### config.mk
export PLATFORM = sky130hd
export DESIGN_NAME = mux_select_debounce_flat
export DESIGN_NICKNAME = d
export VERILOG_FILES = /design/src/rtl/mux_select_debounce_pkg.sv /design/src/rtl/mux_select_debounce_if.sv /design/src/rtl/mux_select_debounce_sync_2ff.sv /design/src/rtl/mux_select_debounce.sv /design/src/flat_wrapper.sv
export SDC_FILE = /design/constraint.sdc
export NUM_CORES = 1
export LEC_CHECK = 0
export CORE_AREA = 3 3 40 42
export DETAILED_ROUTE_END_ITERATION = 16
export DIE_AREA = 0 0 43 45
export MAX_ROUTING_LAYER = met4
export SETUP_SLACK_MARGIN = 0.15
export SYNTH_ARGS = -nofsm -noshare
export SYNTH_HDL_FRONTEND = slang
export SYNTH_HIERARCHICAL = 1
export SYNTH_SLANG_ARGS = --single-unit
### constraint.sdc
create_clock -name clk -period 1.4 [get_ports clk]
set_clock_uncertainty 0.1 [all_clocks]
set_input_delay 0.28 -clock clk [delete_from_list [all_inputs] [get_ports clk]]
set_output_delay 0.28 -clock clk [all_outputs]
set_load 0.02 [all_outputs]
### src/rtl/mux_select_debounce_pkg.sv
// mux_select_debounce shared types and defaults.
// FSM encoding is fixed: IDLE=0, WAIT_PRESS=1, PRESSED=2, WAIT_RELEASE=3.
package mux_select_debounce_pkg;

  typedef enum logic [1:0] {
    IDLE         = 2'd0,
    WAIT_PRESS   = 2'd1,
    PRESSED      = 2'd2,
    WAIT_RELEASE = 2'd3
  } state_e;

  localparam int DEBOUNCE_DEFAULT    = 4;
  localparam int AUTO_PERIOD_DEFAULT = 8;

endpackage

### src/rtl/mux_select_debounce_if.sv
// Button/select bundle between board logic and mux_select_debounce.
// auto_mode exists only when AUTO_TOGGLE_EN is defined.
interface mux_select_debounce_if;

  logic btn;
  logic s;
  logic press;
`ifdef AUTO_TOGGLE_EN
  logic auto_mode;

  modport master (
    output btn,
    output auto_mode,
    input  s,
    input  press
  );

  modport slave (
    input  btn,
    input  auto_mode,
    output s,
    output press
  );
`else
  modport master (
    output btn,
    input  s,
    input  press
  );

  modport slave (
    input  btn,
    output s,
    output press
  );
`endif

endinterface

### src/rtl/mux_select_debounce_sync_2ff.sv
// Generic 1-bit two-flop synchronizer with synchronous
// active-high reset to 0.
module sync_2ff (
  input  logic clk,
  input  logic reset,
  input  logic d_i,
  output logic q_o
);

  logic [1:0] ff_q;

  always_ff @(posedge clk) begin
    if (reset) begin
      ff_q <= '0;
    end else begin
      ff_q <= {ff_q[0], d_i};
    end
  end

  assign q_o = ff_q[1];

endmodule

### src/rtl/mux_select_debounce.sv
// Pushbutton-driven mux select: sync, debounce, toggle s per press.
// Optional AUTO_TOGGLE_EN adds periodic toggling while idle.
module mux_select_debounce
  import mux_select_debounce_pkg::*;
#(
  parameter int DEBOUNCE_CYCLES = DEBOUNCE_DEFAULT
`ifdef AUTO_TOGGLE_EN
  ,
  parameter int AUTO_PERIOD = AUTO_PERIOD_DEFAULT
`endif
) (
  input logic                   clk,
  input logic                   reset,
  mux_select_debounce_if.slave  bus
);

  localparam int CW = $clog2(DEBOUNCE_CYCLES + 1);
  localparam logic [CW-1:0] CNT_LAST =
    CW'(DEBOUNCE_CYCLES - 1);
  localparam logic [CW-1:0] CNT_ONE = CW'(1);

  logic          btn_s;
  state_e        state_q, state_d;
  logic [CW-1:0] cnt_q, cnt_d;
  logic          s_q, s_d;
  logic          press_q, press_d;
  logic          press_tog;
  logic          auto_tog;

  sync_2ff u_sync (
    .clk   (clk),
    .reset (reset),
    .d_i   (bus.btn),
    .q_o   (btn_s)
  );

  always_comb begin
    state_d   = state_q;
    cnt_d     = cnt_q;
    press_tog = 1'b0;
    unique case (state_q)
      IDLE: begin
        if (btn_s) begin
          state_d = WAIT_PRESS;
          cnt_d   = CNT_ONE;
        end
      end
      WAIT_PRESS: begin
        if (!btn_s) begin
          state_d = IDLE;
          cnt_d   = '0;
        end else if (cnt_q == CNT_LAST) begin
          state_d   = PRESSED;
          cnt_d     = '0;
          press_tog = 1'b1;
        end else begin
          cnt_d = cnt_q + CNT_ONE;
        end
      end
      PRESSED: begin
        if (!btn_s) begin
          state_d = WAIT_RELEASE;
          cnt_d   = CNT_ONE;
        end
      end
      WAIT_RELEASE: begin
        if (btn_s) begin
          state_d = PRESSED;
          cnt_d   = '0;
        end else if (cnt_q == CNT_LAST) begin
          state_d = IDLE;
          cnt_d   = '0;
        end else begin
          cnt_d = cnt_q + CNT_ONE;
        end
      end
      default: begin
        state_d = IDLE;
        cnt_d   = '0;
      end
    endcase
  end

`ifdef AUTO_TOGGLE_EN
  localparam int PW = $clog2(AUTO_PERIOD);
  localparam logic [PW-1:0] PER_LAST =
    PW'(AUTO_PERIOD - 1);

  logic [PW-1:0] per_q, per_d;
  logic          per_run;

  // Period only advances while idle with auto_mode set.
  always_comb begin
    per_run  = bus.auto_mode && (state_q == IDLE);
    auto_tog = per_run && (per_q == PER_LAST);
    per_d    = '0;
    if (per_run && !auto_tog) begin
      per_d = per_q + PW'(1);
    end
  end

  always_ff @(posedge clk) begin
    if (reset) begin
      per_q <= '0;
    end else begin
      per_q <= per_d;
    end
  end
`else
  assign auto_tog = 1'b0;
`endif

  always_comb begin
    s_d     = s_q ^ (press_tog | auto_tog);
    press_d = press_tog;
  end

  always_ff @(posedge clk) begin
    if (reset) begin
      state_q <= IDLE;
      cnt_q   <= '0;
      s_q     <= 1'b0;
      press_q <= 1'b0;
    end else begin
      state_q <= state_d;
      cnt_q   <= cnt_d;
      s_q     <= s_d;
      press_q <= press_d;
    end
  end

  assign bus.s     = s_q;
  assign bus.press = press_q;

endmodule

### src/flat_wrapper.sv
// flat-port wrapper written by rule: the top's interface ports become plain ports
module mux_select_debounce_flat import mux_select_debounce_pkg::*;
#(
  parameter int DEBOUNCE_CYCLES = DEBOUNCE_DEFAULT

)
  (clk, reset, bus_btn, bus_s, bus_press);
  mux_select_debounce_if bus_i ();
  input logic clk;
  input logic reset;
  input wire logic [$bits(bus_i.btn)-1:0] bus_btn;
  output wire logic [$bits(bus_i.s)-1:0] bus_s;
  output wire logic [$bits(bus_i.press)-1:0] bus_press;
  assign bus_i.btn = bus_btn;
  assign bus_s = bus_i.s;
  assign bus_press = bus_i.press;
  mux_select_debounce #(.DEBOUNCE_CYCLES(DEBOUNCE_CYCLES)) u_core (.clk(clk), .reset(reset), .bus(bus_i));
endmodule
==> results of run 1 <==
per-layer routing:
layer / share of wire (%) / wire, microns / GRT usage, % / vias to the layer above
li1: - / - / - / 135
met1: 38 / 234 / 7.07 / 123
met2: 55 / 340 / 15.6 / 5
met3: 3.9 / 24 / 2.39 / 2
met4: 3.4 / 21 / 7.23 / 0
met5: 0 / 0 / - / -
cell usage in the layout (no fill, tap or decap), drive strengths merged:
cell / n
a21oi: 1
buf: 4
clkbuf: 5
clkdlybuf4s15: 1
clkdlybuf4s50: 2
dfxtp: 9
ha: 1
mux2: 2
mux2i: 1
nand2: 1
nand2b: 1
nand3b: 1
nand4b: 1
nor2: 4
nor2b: 5
nor3: 1
nor3b: 2
o21a: 1
or3b: 1
xor2: 1
metrics by stage:
step                      cell area, sq um  setup TNS [ns]
final                                  503               0
after global routing                   503         -0.0323
after CTS                              499               0
after detailed placement               458               0
after global placement                 458               0
after floorplan                        384               0
repair_timing:
item                                    CTS  global route
resized for setup                         4             4
cloned                                    0             0
hold buffers                              0             0
endpoints found under the setup margin    4             5
setup buffers                             2             0
final timing paths:
| path | start | to | slack (ns) | cells after the start |
|---|---|---|---|---|
| setup / recovery | u_core/cnt_q[1] | u_core/bus.s | 0.03 | 4 |
| hold / removal | u_core/u_sync/ff_q[0] | u_core/u_sync/ff_q[1] | 0.36 | 1 |
| hold reg to reg | u_core/u_sync/ff_q[0] | u_core/u_sync/ff_q[1] | 0.36 | 1 |
| setup reg to reg | u_core/cnt_q[1] | u_core/bus.s | 0.03 | 4 |
kinds of logic (layout without fill, tap and decap cells):
| kind of cell | Yosys count | after routing | share of synthesized area [%] |
|---|---|---|---|
| simple gates | 17 | 17 | 30.5 |
| flops | 9 | 9 | 49.3 |
| mux | 3 | 3 | 8.90 |
| compound gates | 2 | 2 | 3.42 |
| fa+ha+maj | 1 | 1 | 3.42 |
| xor+xnor | 1 | 1 | 4.45 |
| buf+inv | 0 | 12 | 0 |
worst max-delay path: cells and delay by family, from the launching register on:
family / cells / cell delay (ns)
flops: 1 / 0.35
fa+ha+maj: 1 / 0.14
mux: 1 / 0.32
simple gates: 2 / 0.35
power breakdown:
part	internal (mW)	switching, mW	leakage [nW]
logic	0.0148	0.0115	0.109
registers	0.262	0.00428	0.0741
clock network	0.110	0.0867	0.0150
final cells by class:
cell class,count,area [sq um]
fillers,135,782
flip-flops and latches,9,183
well taps,15,18.8
clock buffers,4,26.3
multi-input cells,24,209
repair buffers,8,66.3
==> results.rst, run 1 <==
.. list-table::
   :header-rows: 1

   * - Metric
     - Value
   * - Status
     - finished, final reports clean
   * - Proportion of synthesized flip-flops having asynchronous set or reset
     - 0%
   * - Via count of the routed design
     - 265
   * - CTS H-Tree Depth
     - 1
   * - Warnings, synthesis
     - 6
   * - Max rail drop VDD
     - about 0.50 mV
   * - Share of the synthesized area in the top cell type
     - about half
   * - Slowest stage cell on the critical path
     - dfxtp_2
   * - Stage delay of the slowest cell on the critical path
     - roughly 0.35 ns
   * - Synth Instances
     - 33
   * - Sinks on the clock net
     - 9
   * - Net count after synthesis
     - 37
   * - Cell-by-cell trace of the critical path
     - ha_4 > nand3b_1 > nor3b_2 > mux2_4
   * - Kind of start point of the critical path
     - flip-flop
   * - Clock tree root driver cell
     - clkbuf_4
   * - Setup violations, final
     - 0
   * - Vertical die dimension
     - about 45 microns
   * - Post-route DRC violation count
     - 0
   * - Clock insertion delay at the later pin of the skew report
     - 0.26 ns
   * - Die outline area
     - between 0.0015 and 0.002 sq mm
   * - Top cells by area, synth
     - dfxtp_1, nor2b_1, nor3b_2, xor2_2, nor2_1
   * - Global-route usage over all layers
     - 8.53%
   * - Routed Antenna Nets
     - 0
   * - Count of unique library cells instantiated by Yosys
     - 17
   * - Slew at the pin closest to its max-slew limit
     - ~0.24 ns
   * - Post-CTS clock slew at the launch and capture registers of the worst setup and hold paths
     - approximately 0.060 ns
   * - Number of cells after detailed placement
     - 54
   * - Max clock buf depth
     - 2
   * - # nets final
     - 50
   * - Leakage power
     - approximately 0.20 nW
   * - Commonest register cell after synthesis
     - dfxtp_1
   * - Wire length of the first global-routing pass
     - 1.12 mm
   * - Largest area contributor in the netlist
     - dfxtp_1
   * - Unrepaired setup endpoints after global routing
     - true
   * - Cell Count, Final, Fillers Out
     - 60
   * - Total wire length after detailed routing
     - just over 600 microns
   * - Area of the core
     - between 0.001 and 0.0015 sq mm
   * - # IOs
     - 5
   * - DR pass1 iterations
     - 2
   * - Headroom to the max-slew limit
     - between 80 and 90%
   * - Data required time of the worst path
     - ~1.5 ns
   * - Overall power after layout
     - ~0.49 mW
   * - CTS tree
     - yes
   * - Syn Area/Cell
     - roughly 11 sq um
   * - Worst Hold Slack
     - approximately 0.36 ns
   * - Number of DRC violations after detailed-routing iteration 0
     - 1
   * - Number of antenna violations at the first check in global routing
     - 0
   * - Chip Width
     - ~43 microns
   * - Total clock buffers created by CTS
     - 3
   * - Share of the clock period used by the worst path
     - between 90% and 100%
   * - Worst Path Arrival
     - 1.41 ns
   * - Routability-driven placement congestion ratio
     - approximately 0.68
   * - Crit. End Element
     - flip-flop
   * - Placement-stage worst setup slack
     - 0.0474 ns
   * - Fmax
     - about 730 MHz
   * - Avg Vias per Cell
     - roughly 4.4
   * - Wirelength per Cell
     - about 10 microns
   * - Worst-path fanout max
     - 3
   * - Synthesis-to-layout area growth
     - 37.7%
   * - Number of standard-cell rows in the floorplan
     - 13
   * - Synthesized cell area
     - ~370 sq um
   * - Sequential fraction of the synthesis area
     - around 50%
   * - Total overflow reported by the global router
     - 0
   * - Final core utilization
     - ~39%
   * - Final Worst Setup Slack
     - roughly 0.034 ns
   * - Port Buffer Count
     - 4
   * - Pin count of the biggest net entering global routing
     - 8
   * - Hold violation total from the final report
     - 0
   * - EDFF count, synth
     - 0
   * - Vias in the first global route
     - 291
   * - Post-layout minimum cycle time
     - approximately 1.4 ns
   * - Fraction of layout cells with a size suffix above 1
     - between 30% and 40%
   * - Commonest cells in the synthesized netlist
     - dfxtp_1, nor2b_1, nor2_1
   * - Most instantiated library cell after synthesis
     - dfxtp_1
   * - Placed wire-length estimate after detailed placement
     - between 400 and 500 microns
   * - Number of diodes added for antenna fixing
     - 0
   * - Max-capacitance violation count
     - 0
   * - Starting density of the core
     - about 28%
   * - Max-slew violation total from the final report
     - 0
   * - Pwr per Cell Area
     - between 900 and 1000 mW/mm^2
   * - Critical path class
     - reg -> reg
   * - Post-synthesis register bit count
     - 9
   * - Class of the worst hold path
     - reg -> reg
No activity file was read; power rests on OpenSTA's default activity.
==> inputs of run 2 (changes only) <==
Settings changed: CAP_MARGIN from default to 30.
==> results of run 2 <==
Same layout as run 1: the final DEF is identical, and so are final timing and power.
